File: config.mk
export PLATFORM = sky130hd
export DESIGN_NAME = can_rx_frame
export DESIGN_NICKNAME = d
export VERILOG_FILES = /design/src/rtl/can_pkg.sv /design/src/rtl/can_rx_destuff.sv /design/src/rtl/can_rx_frame.sv
export SDC_FILE = /design/constraint.sdc
export NUM_CORES = 1
export LEC_CHECK = 0
export BUFFER_PORTS_ARGS = -buffer_cell sky130_fd_sc_hd__buf_4
export CAP_MARGIN = 20
export CORE_UTILIZATION = 55
export DETAILED_ROUTE_END_ITERATION = 12
export GPL_ROUTABILITY_DRIVEN = 0
export PLACE_DENSITY = 0.75
export SLEW_MARGIN = 15
export SYNTH_ARGS = -nofsm -noshare
export SYNTH_HDL_FRONTEND = slang
export SYNTH_SLANG_ARGS = --single-unit
File: constraint.sdc
create_clock -name clk_i -period 3.4 [get_ports clk_i]
set_input_delay 0.17 -clock clk_i [delete_from_list [all_inputs] [get_ports clk_i]]
set_output_delay 0.17 -clock clk_i [all_outputs]
set_load 0.005 [all_outputs]
File: src/rtl/can_pkg.sv
// Shared CAN constants, state naming and CRC-15 helper for the rx/tx stages.
package can_pkg;

   localparam logic [14:0] CRC_POLY = 15'h4599;

   localparam int unsigned ID_A_LEN = 11;
   localparam int unsigned ID_B_LEN = 18;
   localparam int unsigned DLC_LEN  = 4;
   localparam int unsigned CRC_LEN  = 15;
   localparam int unsigned EOF_LEN  = 7;

   localparam int unsigned IDLE_BITS_DEF = 11;
   localparam int unsigned IFS_BITS_DEF  = 3;

   localparam logic [1:0] ERR_NONE  = 2'b00;
   localparam logic [1:0] ERR_STUFF = 2'b01;
   localparam logic [1:0] ERR_CRC   = 2'b10;
   localparam logic [1:0] ERR_FORM  = 2'b11;

   typedef enum logic [4:0] {
      ST_INTEGRATE,
      ST_IDLE,
      ST_ID_A,
      ST_SRR,
      ST_IDE,
      ST_ID_B,
      ST_RTR,
      ST_R1,
      ST_R0,
      ST_DLC,
      ST_DATA,
      ST_CRC,
      ST_CRC_DEL,
      ST_ACK_SLOT,
      ST_ACK_DEL,
      ST_EOF,
      ST_IFS
   } can_state_e;

   // One CRC-15 shift step for a single destuffed bit.
   function automatic logic [14:0] crc_step(input logic [14:0] crc, input logic b);
      logic fb;
      fb = b ^ crc[14];
      return {crc[13:0], 1'b0} ^ (fb ? CRC_POLY : 15'h0000);
   endfunction

endpackage

File: src/rtl/can_rx_destuff.sv
// Run-length bit destuffer: flags stuff bits for removal and detects stuff errors.
module can_rx_destuff (
   input  logic clk_i,
   input  logic rst_i,
   input  logic tick_i,
   input  logic bit_i,
   input  logic enable_i,
   input  logic sof_clear_i,
   output logic bit_valid_o,
   output logic bit_o,
   output logic stuff_err_o
);

   logic       last_q, last_d;
   logic [2:0] run_q, run_d;
   logic       stuff_slot;

   assign stuff_slot  = (run_q == 3'd5);
   assign bit_o       = bit_i;
   assign bit_valid_o = tick_i & enable_i & ~stuff_slot;
   assign stuff_err_o = tick_i & enable_i & stuff_slot & (bit_i == last_q);

   // Track last bit value and run length of equal bits.
   always_comb begin
      last_d = last_q;
      run_d  = run_q;
      if (tick_i) begin
         if (sof_clear_i) begin
            last_d = 1'b0;
            run_d  = 3'd1;
         end else if (enable_i) begin
            if (stuff_slot || (bit_i != last_q)) begin
               last_d = bit_i;
               run_d  = 3'd1;
            end else begin
               run_d = run_q + 3'd1;
            end
         end
      end
   end

   // Run-length state register.
   always_ff @(posedge clk_i or negedge rst_i) begin
      if (!rst_i) begin
         last_q <= 1'b1;
         run_q  <= '0;
      end else begin
         last_q <= last_d;
         run_q  <= run_d;
      end
   end

endmodule

File: src/rtl/can_rx_frame.sv
// CAN extended-frame receiver: bus integration, destuffing, CRC-15 check and field decode.
module can_rx_frame
   import can_pkg::*;
#(
   parameter int unsigned SYNC_STAGES = 2,
   parameter int unsigned IDLE_BITS   = IDLE_BITS_DEF,
   parameter int unsigned IFS_BITS    = IFS_BITS_DEF
) (
   input  logic        clk_i,
   input  logic        rst_i,
   input  logic        bit_tick_i,
   input  logic        rx_i,
   output logic        rx_busy_o,
   output logic        frame_valid_o,
   output logic [28:0] id_o,
   output logic        rtr_o,
   output logic [3:0]  dlc_o,
   output logic [63:0] data_o,
   output logic        err_o,
   output logic [1:0]  err_code_o
);

   logic [SYNC_STAGES-1:0] sync_q;
   logic                   tick_en_q;
   logic                   tick, b;

   can_state_e  state_q, state_d;
   logic [7:0]  cnt_q, cnt_d;
   logic [14:0] crc_q, crc_d;
   logic [14:0] rxcrc_q, rxcrc_d;
   logic [28:0] idsh_q, idsh_d;
   logic        rtrsh_q, rtrsh_d;
   logic [3:0]  dlcsh_q, dlcsh_d;
   logic [63:0] datash_q, datash_d;
   logic [6:0]  nbits_q, nbits_d;
   logic        busy_q, busy_d;
   logic        fv_q, fv_d;
   logic        err_q, err_d;
   logic [1:0]  ecode_q, ecode_d;
   logic [28:0] id_q, id_d;
   logic        rtr_q, rtr_d;
   logic [3:0]  dlc_q, dlc_d;
   logic [63:0] data_q, data_d;

   logic        ds_en, ds_clr, ds_valid, ds_bit, ds_err;
   logic [3:0]  dlc_new;
   logic        fail;
   logic [1:0]  fcode;

   assign tick = bit_tick_i & tick_en_q;
   assign b    = sync_q[SYNC_STAGES-1];

   assign ds_en  = (state_q >= ST_ID_A) && (state_q <= ST_CRC_DEL);
   assign ds_clr = (state_q == ST_IDLE) && !b;

   assign dlc_new = {dlcsh_q[2:0], ds_bit};

   can_rx_destuff u_destuff (
      .clk_i       (clk_i),
      .rst_i       (rst_i),
      .tick_i      (tick),
      .bit_i       (b),
      .enable_i    (ds_en),
      .sof_clear_i (ds_clr),
      .bit_valid_o (ds_valid),
      .bit_o       (ds_bit),
      .stuff_err_o (ds_err)
   );

   // Input synchronizer (preset recessive) and tick gating after reset release.
   always_ff @(posedge clk_i or negedge rst_i) begin
      if (!rst_i) begin
         sync_q    <= '1;
         tick_en_q <= 1'b0;
      end else begin
         sync_q    <= {sync_q[SYNC_STAGES-2:0], rx_i};
         tick_en_q <= 1'b1;
      end
   end

   // Frame FSM next-state, field capture, CRC and error decisions.
   always_comb begin
      state_d  = state_q;
      cnt_d    = cnt_q;
      crc_d    = crc_q;
      rxcrc_d  = rxcrc_q;
      idsh_d   = idsh_q;
      rtrsh_d  = rtrsh_q;
      dlcsh_d  = dlcsh_q;
      datash_d = datash_q;
      nbits_d  = nbits_q;
      busy_d   = busy_q;
      fv_d     = 1'b0;
      err_d    = 1'b0;
      ecode_d  = ecode_q;
      id_d     = id_q;
      rtr_d    = rtr_q;
      dlc_d    = dlc_q;
      data_d   = data_q;
      fail     = 1'b0;
      fcode    = ERR_NONE;

      if (ds_err) begin
         fail  = 1'b1;
         fcode = ERR_STUFF;
      end else if (tick) begin
         unique case (state_q)
            ST_INTEGRATE: begin
               if (!b) cnt_d = '0;
               else if (cnt_q == 8'(IDLE_BITS - 1)) begin
                  state_d = ST_IDLE;
                  cnt_d   = '0;
               end else cnt_d = cnt_q + 8'd1;
            end
            ST_IDLE: begin
               if (!b) begin
                  state_d  = ST_ID_A;
                  cnt_d    = '0;
                  crc_d    = '0;
                  idsh_d   = '0;
                  rtrsh_d  = 1'b0;
                  dlcsh_d  = '0;
                  datash_d = '0;
                  nbits_d  = '0;
                  busy_d   = 1'b1;
               end
            end
            ST_ID_A: if (ds_valid) begin
               crc_d  = crc_step(crc_q, ds_bit);
               idsh_d = {idsh_q[27:0], ds_bit};
               if (cnt_q == 8'(ID_A_LEN - 1)) begin
                  state_d = ST_SRR;
                  cnt_d   = '0;
               end else cnt_d = cnt_q + 8'd1;
            end
            ST_SRR: if (ds_valid) begin
               crc_d = crc_step(crc_q, ds_bit);
               if (!ds_bit) begin
                  fail  = 1'b1;
                  fcode = ERR_FORM;
               end else state_d = ST_IDE;
            end
            ST_IDE: if (ds_valid) begin
               crc_d = crc_step(crc_q, ds_bit);
               if (!ds_bit) begin
                  fail  = 1'b1;
                  fcode = ERR_FORM;
               end else begin
                  state_d = ST_ID_B;
                  cnt_d   = '0;
               end
            end
            ST_ID_B: if (ds_valid) begin
               crc_d  = crc_step(crc_q, ds_bit);
               idsh_d = {idsh_q[27:0], ds_bit};
               if (cnt_q == 8'(ID_B_LEN - 1)) begin
                  state_d = ST_RTR;
                  cnt_d   = '0;
               end else cnt_d = cnt_q + 8'd1;
            end
            ST_RTR: if (ds_valid) begin
               crc_d   = crc_step(crc_q, ds_bit);
               rtrsh_d = ds_bit;
               state_d = ST_R1;
            end
            ST_R1: if (ds_valid) begin
               crc_d   = crc_step(crc_q, ds_bit);
               state_d = ST_R0;
            end
            ST_R0: if (ds_valid) begin
               crc_d   = crc_step(crc_q, ds_bit);
               state_d = ST_DLC;
               cnt_d   = '0;
            end
            ST_DLC: if (ds_valid) begin
               crc_d   = crc_step(crc_q, ds_bit);
               dlcsh_d = dlc_new;
               if (cnt_q == 8'(DLC_LEN - 1)) begin
                  cnt_d = '0;
                  if (rtrsh_q || (dlc_new == 4'd0)) state_d = ST_CRC;
                  else begin
                     state_d = ST_DATA;
                     nbits_d = (dlc_new > 4'd8) ? 7'd64 : {dlc_new, 3'b000};
                  end
               end else cnt_d = cnt_q + 8'd1;
            end
            ST_DATA: if (ds_valid) begin
               crc_d = crc_step(crc_q, ds_bit);
               datash_d[~cnt_q[5:0]] = ds_bit;
               if (cnt_q == (8'(nbits_q) - 8'd1)) begin
                  state_d = ST_CRC;
                  cnt_d   = '0;
               end else cnt_d = cnt_q + 8'd1;
            end
            ST_CRC: if (ds_valid) begin
               rxcrc_d = {rxcrc_q[13:0], ds_bit};
               if (cnt_q == 8'(CRC_LEN - 1)) begin
                  state_d = ST_CRC_DEL;
                  cnt_d   = '0;
               end else cnt_d = cnt_q + 8'd1;
            end
            // A pending stuff bit after the last CRC bit is dropped by the destuffer
            // (ds_valid low), so the delimiter is evaluated on the following tick.
            ST_CRC_DEL: if (ds_valid) begin
               if (rxcrc_q != crc_q) begin
                  fail  = 1'b1;
                  fcode = ERR_CRC;
               end else if (!ds_bit) begin
                  fail  = 1'b1;
                  fcode = ERR_FORM;
               end else state_d = ST_ACK_SLOT;
            end
            ST_ACK_SLOT: state_d = ST_ACK_DEL;
            ST_ACK_DEL: begin
               if (!b) begin
                  fail  = 1'b1;
                  fcode = ERR_FORM;
               end else begin
                  state_d = ST_EOF;
                  cnt_d   = '0;
               end
            end
            ST_EOF: begin
               if (!b) begin
                  fail  = 1'b1;
                  fcode = ERR_FORM;
               end else if (cnt_q == 8'(EOF_LEN - 1)) begin
                  fv_d    = 1'b1;
                  busy_d  = 1'b0;
                  id_d    = idsh_q;
                  rtr_d   = rtrsh_q;
                  dlc_d   = dlcsh_q;
                  data_d  = datash_q;
                  state_d = ST_IFS;
                  cnt_d   = '0;
               end else cnt_d = cnt_q + 8'd1;
            end
            ST_IFS: begin
               if (!b) cnt_d = '0;
               else if (cnt_q == 8'(IFS_BITS - 1)) begin
                  state_d = ST_IDLE;
                  cnt_d   = '0;
               end else cnt_d = cnt_q + 8'd1;
            end
            default: state_d = ST_INTEGRATE;
         endcase
      end

      if (fail) begin
         err_d   = 1'b1;
         ecode_d = fcode;
         busy_d  = 1'b0;
         state_d = ST_INTEGRATE;
         cnt_d   = '0;
      end
   end

   // Frame state, shadow fields and registered outputs.
   always_ff @(posedge clk_i or negedge rst_i) begin
      if (!rst_i) begin
         state_q  <= ST_INTEGRATE;
         cnt_q    <= '0;
         crc_q    <= '0;
         rxcrc_q  <= '0;
         idsh_q   <= '0;
         rtrsh_q  <= 1'b0;
         dlcsh_q  <= '0;
         datash_q <= '0;
         nbits_q  <= '0;
         busy_q   <= 1'b0;
         fv_q     <= 1'b0;
         err_q    <= 1'b0;
         ecode_q  <= '0;
         id_q     <= '0;
         rtr_q    <= 1'b0;
         dlc_q    <= '0;
         data_q   <= '0;
      end else begin
         state_q  <= state_d;
         cnt_q    <= cnt_d;
         crc_q    <= crc_d;
         rxcrc_q  <= rxcrc_d;
         idsh_q   <= idsh_d;
         rtrsh_q  <= rtrsh_d;
         dlcsh_q  <= dlcsh_d;
         datash_q <= datash_d;
         nbits_q  <= nbits_d;
         busy_q   <= busy_d;
         fv_q     <= fv_d;
         err_q    <= err_d;
         ecode_q  <= ecode_d;
         id_q     <= id_d;
         rtr_q    <= rtr_d;
         dlc_q    <= dlc_d;
         data_q   <= data_d;
      end
   end

   assign rx_busy_o     = busy_q;
   assign frame_valid_o = fv_q;
   assign err_o         = err_q;
   assign err_code_o    = ecode_q;
   assign id_o          = id_q;
   assign rtr_o         = rtr_q;
   assign dlc_o         = dlc_q;
   assign data_o        = data_q;

endmodule

==> results.json, run 1 <==
{
  "min_period_over_period": 0.900,
  "grt_pass1_vias": 8435,
  "numCtsBuffers": 27,
  "hold_class": "in -> async",
  "dieArea_um2": 21200,
  "layout.nets": 1115,
  "fin_crit_ps": 3060,
  "synth_area_leaders": "dfrtp_1, mux2_2, o21ai_0, a21oi_1, a22o_1",
  "grt_usage": 0.265,
  "portBuffers": 106,
  "antenna_cells": 0,
  "rsz0062_at_grt": "false",
  "post_cts_buffers": 0,
  "end_kind": "flop",
  "totalPowerFinal_mw": 8.79,
  "tns_ps": 0,
  "rows": 52,
  "fillCellCount": 1521,
  "leakagePower_nw": 6.55,
  "yosys_warnings": 0,
  "setup.worst_path.start_class": "flop",
  "cts_num_sinks": 255,
  "grt_pass1_wl_um": 45300,
  "cp.required_ps": 3860,
  "yosys-top-cells-count": "dfrtp_1, o21ai_0, mux2_2, a21oi_1, nand2_1",
  "setup_violations": 0,
  "firstDrtPassIters": 7,
  "synth_ff_type": "dfrtp_1",
  "cts.path.max_buffers": 3,
  "clk_pin_slew_ps": 70,
  "syn_to_final_growth_pct": 19.9,
  "initial_utilization": 0.560,
  "drc": 0,
  "gr-max-usage-layer": "met2",
  "synth_area_leader_cell": "dfrtp_1",
  "drive_gt1_frac": 0.287,
  "wire_per_inst_um": 19.8,
  "report.final.slew_viol_count": 0,
  "cp_max_fo": 16,
  "wirelength_um": 27600,
  "via_count": 8569,
  "coreArea_um2": 20200,
  "yosys.area_share.simple": 0.0888,
  "die_h_um": 146,
  "skew_ps": 15.8,
  "clock_latency_ps": 550,
  "netlist_area_um2": 11300,
  "grt_max_degree": 112,
  "max_freq_mhz": 327,
  "cts_tree": "done",
  "synth_top_family_by_area": "compound AO/OA/AOI/OAI gates",
  "dpl_cell_area_um2": 12500,
  "yosysSeqAreaShare": 0.564,
  "async_flop_share": 1.00,
  "crit_type": "reg -> reg",
  "syn_inst": 1005,
  "synthXorXnorAreaFrac": 0.0232,
  "htree_levels": 1,
  "fp.dieW_um": 146,
  "yosysMostFrequentCell": "dfrtp_1",
  "synth-seq-cells": 255,
  "ff_latch_area_um2": 6380,
  "synthAdderAreaFrac": 0.00663,
  "synth_cell_types": 70,
  "grt_use_met1": 0.373,
  "root_buffer": "clkbuf_16",
  "hold_viol": 0,
  "outcome": "completed",
  "peakVddDrop_mv": 0.441,
  "worstPathArrival_ps": 3520,
  "syn_avg_cell_area_um2": 11.3,
  "finish.instance_area_um2": 13600,
  "postCtsResizedCells": 0,
  "detailed_place_hpwl_um": 17600,
  "synth_mux_area_frac": 0.118,
  "cts_hold_buf": 3,
  "overflow": 0,
  "drtAntennaViolNets": 0,
  "use_met3": 0.0455,
  "ios": 107,
  "syn-num-nets": 1015,
  "maxSlewHeadroom": 0.376,
  "synth-compound-area-share": 0.168,
  "synth_top_area_frac": 0.557,
  "multi_input_area_um2": 4610,
  "whs_ps": 254,
  "drv_cap": 0,
  "tightest_slew_ps": 931,
  "viasPerCell": 6.14,
  "grt.met2_usage": 0.423,
  "power_per_cell_area_nw_per_um2": 647,
  "first_iter_violations": 1024,
  "synth_edf_count": 0,
  "antenna_found_initial": 0
}
## critical path, stage by stage (launching register included)
cell and delay, ps:
dfrtp_1 540, nor3_1 490, or3_1 340, or3_1 240, a21boi_0 750, o21ai_0 310
a2bb2oi_1 290
## through the flow
step,setup slack [ps],util,std cells
after global routing,52.1,0.671,1396
after detailed placement,384,0.617,1342
after CTS,336,0.671,1395
after global placement,514,0.617,1342
after floorplan,538,-,1005
final,339,0.671,1396
## registers in the layout, summed over array words and instances, names as in the netlist, 2 cells and up
signal           flops
err_code_o           2
rxcrc_q             15
u_destuff.run_q      3
idsh_q              29
datash_q            64
sync_q               2
cnt_q                8
id_o                29
crc_q               15
nbits_q              4
data_o              64
dlcsh_q              4
dlc_o                4
state_q              5
## layout by cell type (no fill, tap or decap), types with 5 or more instances in the layout
master     instances
dfrtp_1          252
o21ai_0          150
buf_4            129
mux2_2           116
a21oi_1           75
nand2_1           50
a22o_1            39
nor2_1            38
clkbuf_16         27
xnor2_1           24
nand3_1           20
inv_1             15
nor3_1            13
a31oi_1           11
nand4_1           10
bufinv_16          9
o31ai_1            8
and3_1             8
nor4_1             7
xor2_1             6
or3_1              6
ha_1               6
nor3b_1            5
o21ai_1            5
buf_12             5
## cell type report
| type | instances | share of cell area |
|---|---|---|
| clock inverter | 19 | 0.0257 |
| inverter | 17 | 0.00470 |
| tap | 270 | 0.0249 |
| timing repair buffer | 139 | 0.0824 |
| clock buffer | 31 | 0.0531 |
| sequential | 255 | 0.470 |
| multi-input combinational | 665 | 0.339 |
## worst paths after layout
check,from,end,slack (ps),cells past startpoint
worst max-delay path,state_q[2]$_DFFE_PN0P_,state_q[2]$_DFFE_PN0P_,340,6
worst min-delay path,rst_i,id_o[12]$_DFFE_PN0P_,250,2
worst max register to register,state_q[2]$_DFFE_PN0P_,state_q[2]$_DFFE_PN0P_,340,6
worst min register to register,sync_q[0]$_DFF_PN1_,sync_q[1]$_DFF_PN1_,360,0
max in group asynchronous,rst_i,sync_q[1]$_DFF_PN1_,2250,3
min in group clk_i,rx_i,sync_q[0]$_DFF_PN1_,270,2
## report_power, final
part	switching, mW	total, mW	leakage (nW)	internal, mW
logic	1.25	1.86	2.51	0.616
clock network	1.26	3.47	0.513	2.22
registers	0.283	3.45	3.52	3.17
## cell families (layout without fill, tap and decap cells)
kind of cell | after synthesis | in the layout
compound gates | 319 | 319
flops | 255 | 255
simple gates | 190 | 190
mux | 119 | 119
buf+inv | 85 | 206
xor+xnor | 30 | 30
fa+ha+maj | 6 | 6
other cells | 1 | 1
## routing by layer
metal | vias up | share of wire
li1 | 3844 | -
met1 | 4260 | 0.42
met2 | 388 | 0.48
met3 | 77 | 0.079
met4 | 0 | 0.029
met5 | - | 0
Note: power is estimated with default switching activity, not from simulation.
==> inputs of run 2 (changes only) <==
--- a/config.mk
+++ b/config.mk
@@ -7,11 +7,11 @@
 export LEC_CHECK = 0
 export BUFFER_PORTS_ARGS = -buffer_cell sky130_fd_sc_hd__buf_4
 export CAP_MARGIN = 20
-export CORE_UTILIZATION = 55
+export CORE_UTILIZATION = 59
 export DETAILED_ROUTE_END_ITERATION = 12
 export GPL_ROUTABILITY_DRIVEN = 0
-export PLACE_DENSITY = 0.75
-export SLEW_MARGIN = 15
+export PLACE_DENSITY = 0.79
+export SLEW_MARGIN = 20
 export SYNTH_ARGS = -nofsm -noshare
 export SYNTH_HDL_FRONTEND = slang
 export SYNTH_SLANG_ARGS = --single-unit
==> constraint.sdc (replaced) <==
create_clock -name clk_i -period 3.4 [get_ports clk_i]
set_input_delay 0.34 -clock clk_i [delete_from_list [all_inputs] [get_ports clk_i]]
set_output_delay 0.34 -clock clk_i [all_outputs]
set_load 0.005 [all_outputs]
==> results.json, run 2 (synthesis gave the netlist of run 1 again) <==
{
  "clock_latency_ps": 530,
  "power.switching_mw": 2.68,
  "worstPathArrival_ps": 3460,
  "cts_tree": "done",
  "whs_ps": 215,
  "fp.dieW_um": 141,
  "tightest_slew_ps": 1120,
  "outcome": "completed",
  "rsz0062_at_grt": "false",
  "viasPerCell": 6.35,
  "critical-path-max-stage-delay_ps": 560,
  "pwr-share-clk": 0.348,
  "grt_usage": 0.279,
  "min_period_over_period": 0.898,
  "dp_slack_ps": 411,
  "seqPwrFrac": 0.425,
  "die_h_um": 141,
  "drive_gt1_frac": 0.281,
  "root_buffer": "clkbuf_16",
  "overflow": 0,
  "via_count": 8611,
  "leakagePower_nw": 6.44,
  "cp_max_fo": 10,
  "maxSlewHeadroom": 0.251,
  "whs_endpoint": "state_q[2]$_DFFE_PN0P_",
  "detailed_place_hpwl_um": 17400,
  "slowest_stage": "or4b_4",
  "dieArea_um2": 19800,
  "report.final.slew_viol_count": 0,
  "power.internal_mw": 5.46,
  "fillCellCount": 1326,
  "crit_type": "reg -> reg",
  "min_path_cells": 3,
  "hold_viol": 0,
  "grt_pass1_wl_um": 43700,
  "drc": 0,
  "worstHoldStart": "bit_tick_i",
  "antenna_cells": 0,
  "final_common_cell": "dfrtp_1",
  "portBuffers": 106,
  "grt_pass1_vias": 8463,
  "critPathBufInv": 1,
  "wirelength_um": 27000,
  "wire_per_inst_um": 19.9,
  "clk_pin_slew_ps": 60,
  "rows": 50,
  "syn_to_final_growth_pct": 17.4,
  "switching_share": 0.329,
  "antenna_found_initial": 0,
  "drtAntennaViolNets": 0,
  "postCtsResizedCells": 0,
  "peakVddDrop_mv": 0.369,
  "grt_max_degree": 98,
  "layout_common_cells": "dfrtp_1, o21ai_0, buf_4, mux2_2, a21oi_1",
  "setup_violations": 0,
  "ios": 107,
  "initial_utilization": 0.604,
  "layout.nets": 1114,
  "tns_ps": 0,
  "max_freq_mhz": 327,
  "cts_num_sinks": 255,
  "regToRegSetupSlack_ps": 350,
  "cts.path.max_buffers": 3,
  "cp.required_ps": 3800,
  "power_per_cell_area_nw_per_um2": 612,
  "firstDrtPassIters": 5,
  "fin_ws_ps": 345,
  "post_cts_buffers": 0,
  "r2r-start": "cnt_q[0]$_DFFE_PN0P_",
  "htree_levels": 1,
  "drv_cap": 0,
  "coreArea_um2": 18800,
  "cp_top_family": "simple AND/OR/NAND/NOR gates",
  "end_kind": "flop",
  "rr_endpoint": "state_q[3]$_DFFE_PN0P_",
  "skew_ps": 20.6,
  "numCtsBuffers": 26,
  "cpMostUsedCell": "or4b_4",
  "power_frac_comb": 0.227,
  "hold_class": "in -> reg",
  "reg2reg_depth": 9,
  "setup.worst_path.start_class": "flop",
  "first_iter_violations": 1224,
  "fin_crit_ps": 3050,
  "crit_chain": "clkinv_1 -> ha_1 -> or4b_4 -> or2_1 -> nand3_1 -> o221ai_2 -> or4b_4 -> o311a_1 -> a31o_1"
}
run 2: cell count changes in the layout (fill, tap and decap cells not counted), moves of 2 or more:
cell,change
clkbuf_8,+5
buf_4,+5
buf_12,-3
clkbuf_1,+4
clkinvlp_4,-2
clkinv_2,-2
bufinv_16,-8
run 2: stage by stage:
stage          utilization  std cells  power [mW]  instance area, um2
2_1_floorplan            -       1005        4.69               11300
3_3_place_gp         0.661       1308        5.23               12400
3_5_place_dp         0.661       1308        5.28               12400
4_1_cts              0.708       1357        8.12               13300
5_1_grt              0.708       1357        8.49               13300
6_report             0.708       1357        8.14               13300
run 2: worst max-delay path by stage:
stage                     depth (start not counted)                     end            startpoint
after detailed placement                          9  state_q[3]$_DFFE_PN0P_  cnt_q[0]$_DFFE_PN0P_
after CTS                                         9  state_q[3]$_DFFE_PN0P_  cnt_q[0]$_DFFE_PN0P_
after floorplan                                  10  state_q[3]$_DFFE_PN0P_  cnt_q[0]$_DFFE_PN0P_
after global placement                            9  state_q[3]$_DFFE_PN0P_  cnt_q[0]$_DFFE_PN0P_
final                                             9  state_q[3]$_DFFE_PN0P_  cnt_q[0]$_DFFE_PN0P_
after global routing                              9  state_q[3]$_DFFE_PN0P_  cnt_q[0]$_DFFE_PN0P_
run 2: final cells by class:
cell class / instances / area, um2 / share of cell area
Timing Repair Buffer: 139 / 1080 / 0.0813
Tap cell: 234 / 293 / 0.0220
Clock buffer: 39 / 779 / 0.0586
Clock inverter: 8 / 88.8 / 0.00668
Inverter: 17 / 63.8 / 0.00480
Sequential cell: 255 / 6380 / 0.480
Multi-Input combinational cell: 665 / 4600 / 0.346
run 2: power groups by stage:
stage | Clock (mW) | Combinational [mW] | Sequential, mW
2_1_floorplan | 0 | 1.37 | 3.32
3_3_place_gp | 0 | 1.75 | 3.49
3_5_place_dp | 0 | 1.78 | 3.50
4_1_cts | 2.88 | 1.80 | 3.45
5_1_grt | 3.00 | 2.01 | 3.48
6_report | 2.83 | 1.85 | 3.46
run 2: layer usage:
layer  share of wire  GRT usage  up-vias
met2            0.47      0.442      422
li1                -          -     3853
met1            0.43      0.390     4258
met4           0.030      0.105        0
met3           0.078     0.0462       78
met5               0          0        -
run 2: worst min-delay path, delay by kind of cell:
kind	cells	cell delay (ps)
AO/OA/AOI/OAI	1	70
AND/OR/NAND/NOR	1	190
buffers and inverters	1	90
run 2: what timing repair did:
item / in CTS / in global routing
hold buffers: 2 / 0
hold endpoints to repair: 94 / 0
setup endpoints to repair: 0 / 0
